File: src/rtl/instr_encoder_if.sv
// Request/word bus between a program source and the instruction encoder.
// Latency: none, wires only.
// Backpressure: in_ready/out_ready carry the handshakes on each side.
interface instr_encoder_if #(parameter int ADDR_W = 8);
    logic              in_valid;
    logic              in_ready;
    logic [3:0]        op_sel;
    logic [4:0]        rs;
    logic [4:0]        rt;
    logic [4:0]        rd;
    logic [4:0]        shamt;
    logic [5:0]        funct;
    logic [15:0]       imm;
    logic [25:0]       target;
    logic              out_valid;
    logic              out_ready;
    logic [ADDR_W-1:0] out_addr;
    logic [31:0]       out_instr;
    logic              full;
    logic              err;

    // Program source side: issues requests and acts as the imem write port.
    modport master (
        output in_valid, op_sel, rs, rt, rd, shamt, funct, imm, target, out_ready,
        input  in_ready, out_valid, out_addr, out_instr, full, err
    );

    // Encoder side.
    modport slave (
        input  in_valid, op_sel, rs, rt, rd, shamt, funct, imm, target, out_ready,
        output in_ready, out_valid, out_addr, out_instr, full, err
    );
endinterface

File: src/rtl/instr_encoder.sv
// Packs symbolic MIPS requests into 32-bit words and streams them with sequential imem addresses.
// Latency: one cycle from accept to out_valid; one word per cycle when out_ready stays high.
// Backpressure: a held word blocks new accepts until handed off; capacity reached blocks until clear.
module instr_encoder #(
    parameter int ADDR_W = 8
) (
    input  logic           clk,
    input  logic           rst_n,
    input  logic           clear,
    instr_encoder_if.slave bus
);

    typedef enum logic [1:0] {
        EMPTY = 2'd0,
        HOLD  = 2'd1,
        FULL  = 2'd2
    } state_t;

    state_t            state;
    state_t            nextState;
    logic [ADDR_W-1:0] addrPtr;
    logic [ADDR_W:0]   count;
    logic [ADDR_W-1:0] outAddr;
    logic [31:0]       outInstr;
    logic [31:0]       encWord;
    logic              errQ;
    logic              outValid;
    logic              fullFlag;
    logic              capReached;
    logic              legalOp;
    logic              inReady;
    logic              accept;
    logic              legalAcc;
    logic              illegalAcc;

    // count has one extra bit so the top bit alone says every address has been written
    assign capReached = count[ADDR_W];
    assign legalOp    = (bus.op_sel <= 4'd9);
    // capReached also blocks accepts while the last word is still waiting in HOLD
    assign inReady    = !clear && !fullFlag && !capReached && (!outValid || bus.out_ready);
    assign accept     = bus.in_valid && inReady;
    assign legalAcc   = accept && legalOp;
    assign illegalAcc = accept && !legalOp;

    // Pack the request using the controller's opcode map; unused fields never reach the word.
    always_comb begin
        encWord = '0;
        case (bus.op_sel)
            4'd0:    encWord = {6'b000000, bus.rs, bus.rt, bus.rd, bus.shamt, bus.funct};
            4'd1:    encWord = {6'b000010, bus.target};
            4'd2:    encWord = {6'b000100, bus.rs, bus.rt, bus.imm};
            4'd3:    encWord = {6'b000101, bus.rs, bus.rt, bus.imm};
            4'd4:    encWord = {6'b100011, bus.rs, bus.rt, bus.imm};
            4'd5:    encWord = {6'b101011, bus.rs, bus.rt, bus.imm};
            4'd6:    encWord = {6'b001000, bus.rs, bus.rt, bus.imm};
            4'd7:    encWord = {6'b001100, bus.rs, bus.rt, bus.imm};
            4'd8:    encWord = {6'b001101, bus.rs, bus.rt, bus.imm};
            4'd9:    encWord = {6'b001010, bus.rs, bus.rt, bus.imm};
            default: encWord = '0;
        endcase
    end

    // State register.
    always_ff @(posedge clk or negedge rst_n) begin
        if (!rst_n) begin
            state <= EMPTY;
        end else begin
            state <= nextState;
        end
    end

    // Next state: clear only empties the stage once any held word has been delivered.
    always_comb begin
        nextState = state;
        if (clear) begin
            case (state)
                HOLD:    nextState = bus.out_ready ? EMPTY : HOLD;
                default: nextState = EMPTY;
            endcase
        end else begin
            case (state)
                EMPTY: begin
                    if (legalAcc) nextState = HOLD;
                end
                HOLD: begin
                    if (bus.out_ready) begin
                        if (legalAcc)        nextState = HOLD;
                        else if (capReached) nextState = FULL;
                        else                 nextState = EMPTY;
                    end
                end
                FULL:    nextState = FULL;
                default: nextState = EMPTY;
            endcase
        end
    end

    // Outputs decoded from state.
    always_comb begin
        outValid = 1'b0;
        fullFlag = 1'b0;
        case (state)
            HOLD:    outValid = 1'b1;
            FULL:    fullFlag = 1'b1;
            default: ;
        endcase
    end

    // Address pointer and word count; illegal requests leave both untouched.
    always_ff @(posedge clk or negedge rst_n) begin
        if (!rst_n) begin
            addrPtr <= '0;
            count   <= '0;
        end else if (clear) begin
            addrPtr <= '0;
            count   <= '0;
        end else if (legalAcc) begin
            addrPtr <= addrPtr + {{(ADDR_W-1){1'b0}}, 1'b1};
            count   <= count + {{ADDR_W{1'b0}}, 1'b1};
        end
    end

    // Output word register; only a legal accept replaces it, so it holds steady under stall and clear.
    always_ff @(posedge clk or negedge rst_n) begin
        if (!rst_n) begin
            outAddr  <= '0;
            outInstr <= '0;
        end else if (legalAcc) begin
            outAddr  <= addrPtr;
            outInstr <= encWord;
        end
    end

    // One-cycle error pulse for each consumed illegal request.
    always_ff @(posedge clk or negedge rst_n) begin
        if (!rst_n) begin
            errQ <= 1'b0;
        end else begin
            errQ <= illegalAcc;
        end
    end

    assign bus.in_ready  = inReady;
    assign bus.out_valid = outValid;
    assign bus.out_addr  = outAddr;
    assign bus.out_instr = outInstr;
    assign bus.full      = fullFlag;
    assign bus.err       = errQ;

endmodule

File: src/flat_wrapper.sv
// flat-port wrapper written by rule: the top's interface ports become plain ports
module instr_encoder_flat 
#(
    parameter int ADDR_W = 8
)
  (clk, rst_n, clear, bus_in_valid, bus_op_sel, bus_rs, bus_rt, bus_rd, bus_shamt, bus_funct, bus_imm, bus_target, bus_out_ready, bus_in_ready, bus_out_valid, bus_out_addr, bus_out_instr, bus_full, bus_err);
  instr_encoder_if #(.ADDR_W(ADDR_W)) bus_i ();
  input  logic clk;
  input  logic rst_n;
  input  logic clear;
  input wire logic [$bits(bus_i.in_valid)-1:0] bus_in_valid;
  input wire logic [$bits(bus_i.op_sel)-1:0] bus_op_sel;
  input wire logic [$bits(bus_i.rs)-1:0] bus_rs;
  input wire logic [$bits(bus_i.rt)-1:0] bus_rt;
  input wire logic [$bits(bus_i.rd)-1:0] bus_rd;
  input wire logic [$bits(bus_i.shamt)-1:0] bus_shamt;
  input wire logic [$bits(bus_i.funct)-1:0] bus_funct;
  input wire logic [$bits(bus_i.imm)-1:0] bus_imm;
  input wire logic [$bits(bus_i.target)-1:0] bus_target;
  input wire logic [$bits(bus_i.out_ready)-1:0] bus_out_ready;
  output wire logic [$bits(bus_i.in_ready)-1:0] bus_in_ready;
  output wire logic [$bits(bus_i.out_valid)-1:0] bus_out_valid;
  output wire logic [$bits(bus_i.out_addr)-1:0] bus_out_addr;
  output wire logic [$bits(bus_i.out_instr)-1:0] bus_out_instr;
  output wire logic [$bits(bus_i.full)-1:0] bus_full;
  output wire logic [$bits(bus_i.err)-1:0] bus_err;
  assign bus_i.in_valid = bus_in_valid;
  assign bus_i.op_sel = bus_op_sel;
  assign bus_i.rs = bus_rs;
  assign bus_i.rt = bus_rt;
  assign bus_i.rd = bus_rd;
  assign bus_i.shamt = bus_shamt;
  assign bus_i.funct = bus_funct;
  assign bus_i.imm = bus_imm;
  assign bus_i.target = bus_target;
  assign bus_i.out_ready = bus_out_ready;
  assign bus_in_ready = bus_i.in_ready;
  assign bus_out_valid = bus_i.out_valid;
  assign bus_out_addr = bus_i.out_addr;
  assign bus_out_instr = bus_i.out_instr;
  assign bus_full = bus_i.full;
  assign bus_err = bus_i.err;
  instr_encoder #(.ADDR_W(ADDR_W)) u_core (.clk(clk), .rst_n(rst_n), .clear(clear), .bus(bus_i));
endmodule
File: config.mk
export PLATFORM = sky130hd
export DESIGN_NAME = instr_encoder_flat
export DESIGN_NICKNAME = d
export VERILOG_FILES = /design/src/rtl/instr_encoder_if.sv /design/src/rtl/instr_encoder.sv /design/src/flat_wrapper.sv
export SDC_FILE = /design/constraint.sdc
export NUM_CORES = 1
export LEC_CHECK = 0
export CORE_MARGIN = 2
export CORE_UTILIZATION = 45
export DETAILED_ROUTE_END_ITERATION = 10
export PLACE_DENSITY = 0.82
export REMOVE_ABC_BUFFERS = 1
export SLEW_MARGIN = 20
export SYNTH_ARGS = -nofsm -noshare
export SYNTH_HDL_FRONTEND = slang
export SYNTH_SLANG_ARGS = --single-unit
File: constraint.sdc
create_clock -name clk -period 2.1 [get_ports clk]
set_clock_uncertainty 0.05 [all_clocks]
set_input_delay 0.42 -clock clk [delete_from_list [all_inputs] [get_ports clk]]
set_output_delay 0.42 -clock clk [all_outputs]
set_load 0.02 [all_outputs]
==> impl_results.md <==
* Post-synth top cells: dfrtp_1 (59), o21ai_0 (59), a21oi_1 (25)
* Port Buf Inserts at 119
* Post-DRT Antenna Nets at 0
* GP Congestion at 0.839
* Die width at 92.3 um
* Die height at 92.3 um
* First-pass GRT wire length at 16800 um
* Hold Crit Class: in2async
* Initial antenna violation count at 0
* RSZ-0062 raised after global routing: false
* Final setup fails at 0
* Clock Path Buffers at 2
* Synth async-reset ratio at 100%
* Initial DRT Pass Iterations at 5
* Synth Cell Area at 0.00350 sq mm
* Worst-path clk slew at 0.06 ns
* R2R Setup Slk at 0.17 ns
* Worst Reg-to-Reg Cells at 6
* Syn-to-layout area delta at 47.3%
* Crit start category: input port
* Drt wl/cell at 16.8 um
* Critical Path Max Stage Delay at 0.43 ns
* Netlist cell types at 52
* Place WS at -0.308 ns
* Run status: finished clean
* Pwr Density at 672 mW/mm^2
* Fmax at 0.492 GHz
* Clk Tree Root Cell: clkbuf_8
* Period minus WS final at 2.03 ns
* Core area at 0.00765 sq mm
* Crit. End Element: output pin
* Total track usage at 24.6%
* R2r startpoint: u_core.state[1]
* Die area at 0.00851 sq mm
* Cell taking the most area after synthesis: dfrtp_1
* # DRC at 0
* Largest cells by area after synthesis: dfrtp_1 (42%), o21ai_0 (8.4%), mux2i_1 (4.9%)
* LEAKAGE at 2.19 nW
* EDFF count, synth at 0
* FP Rows at 32
* Final Max Slew Viols at 0
* Yosys warnings at 0
* VDD IR max at 0.340 mV
* Final worst slack at 0.0690 ns
* 1st-iter DRT viols at 326
* Primary FF master, synth: dfrtp_1
* Vias in the first global route at 3548
* Num CTS Buffers at 9
* Critical Path, Cell by Cell: clkdlybuf4s50_1, or3b_1, and3_1, buf_2
* Detailed-route via count at 3592
* Critical path class: in2out
* Num ports at 121
* Post-DR vias/cell at 5.89
* Final wirelength at 10300 um
* Nets at 582
* Slowest-stage cell, CP: clkdlybuf4s50_1
* Final Total Pwr at 0.00347 W
* Filler instances at 616
* Crit path DAT at 1.56 ns
* CTS H-tree lvls at 3
* Register bit total from synthesis at 59
* Clock Sinks at 59
* MaxCap Viol Count at 0
* Layout cells sized above 1 at 15.0%
* Final worst-path cycle share at 96.7%
* Starting Density at 45.8%
* Capturing point of the worst reg2reg path: u_core.bus.out_instr[28]
* Latest clock arrival within the worst-skew pair at 0.34 ns
* Ant diodes at 0
* Average size of a mapped cell at 9.45 sq um
* Final hold violations at 0
* Worst Setup SP: bus_out_ready
* CP Data Required Time at 1.63 ns
* CTS tree: built
* Yosys top cell area share at 42.1%
* Sequential share of the synthesized area at 42.1%
* Post-DP HPWL at 7350 um
* Crit Path Max Fanout at 2
* Crit path capture: bus_in_ready
* Post-Synthesis Cells at 371
* Grt ovf at 0
* Pin count of the biggest net entering global routing at 46
* Post CTS Setup Buffer Count at 0
[cells by family (layout without fill, tap and decap cells)]
group | count (synthesis) | count (layout) | synth area share (%)
fa+ha+maj | 2 | 2 | 0.714
other cells | 1 | 1 | 0.107
compound gates | 161 | 161 | 29.1
flops | 59 | 59 | 42.1
buf+inv | 42 | 179 | 6.50
mux | 26 | 26 | 7.85
simple gates | 80 | 80 | 13.6
[where the power goes]
group | leakage (nW) | switching, W | internal, W
sequential | 0.777 | 0.0000866 | 0.00125
clock | 0.108 | 0.000436 | 0.000640
combinational | 1.30 | 0.000502 | 0.000548
total | 2.19 | 0.00103 | 0.00244
[routing by layer]
metal | wire [um] | vias up | GRT usage, %
met2 | 5100 | 178 | 40.9
met1 | 4200 | 1728 | 31.3
met3 | 748 | 22 | 5.59
met5 | 0 | - | 0
met4 | 210 | 0 | 9.20
li1 | - | 1664 | -
[sequential cells by signal, summed over array words and instances (netlist names)]
name                  flops
u_core.addrPtr            8
u_core.bus.err            1
u_core.bus.out_addr       8
u_core.bus.out_instr     31
u_core.count              9
u_core.state              2
[worst min-delay path by stage]
stage / end / cells past startpoint / slack, ns / start
finish: u_core.state[1] / 2 / 0.43 / rst_n
global route: u_core.state[1] / 2 / 0.44 / rst_n
CTS: u_core.bus.err / 2 / 0.42 / rst_n
detailed placement: u_core.bus.err / 1 / 0.25 / rst_n
global placement: u_core.bus.err / 1 / 0.25 / rst_n
floorplan: u_core.addrPtr[0] / 0 / 0.07 / rst_n
[per-stage QoR]
step           setup TNS, ns  hold slack, ns  instances  instance area (sq um)  utilization (%)
3_5_place_dp           -7.80           0.250        593                   4940             64.6
2_1_floorplan         -0.329          0.0744        335                   3300                -
6_report                   0           0.426        610                   5160             67.5
4_1_cts                    0           0.418        610                   5160             67.4
5_1_grt                    0           0.435        610                   5160             67.5
3_3_place_gp           -4.77           0.247        593                   4940             64.6
[layout by cell type, fill, tap and decap left out, types with 4 or more instances in the layout]
cell and count:
nor2b_1 5, a22o_1 10, mux2_2 8, nand2_1 14, o21ai_0 59, mux2i_1 17
nand4_1 4, nor2_1 8, nand3_1 8, clkbuf_8 12, a21oi_1 25, nand2b_1 16
buf_4 32, a22oi_1 11, inv_1 6, o22ai_1 15, o31ai_1 22, clkdlybuf4s50_1 116
buf_12 4, or3_1 4, dfrtp_1 59
[worst max-delay path, delay by kind of cell]
kind	cells	cell delay (ns)
buf+inv	2	0.58
simple gates	2	0.56
[final cells by class]
class	count	area, sq um	area share [%]
Clock buffer	12	165	3.20
Clock inverter	4	47.5	0.921
Inverter	6	22.5	0.436
Multi-Input combinational cell	270	1800	34.9
Sequential cell	59	1480	28.6
Tap cell	102	128	2.47
Timing Repair Buffer	157	1520	29.5
[timing repair]
action,CTS,global route
gates resized for setup,5,1
pin swaps,0,0
hold buffers,1,0
hold endpoints to repair,7,0
setup endpoints to repair,2,1
No activity file was read; power rests on OpenSTA's default activity.
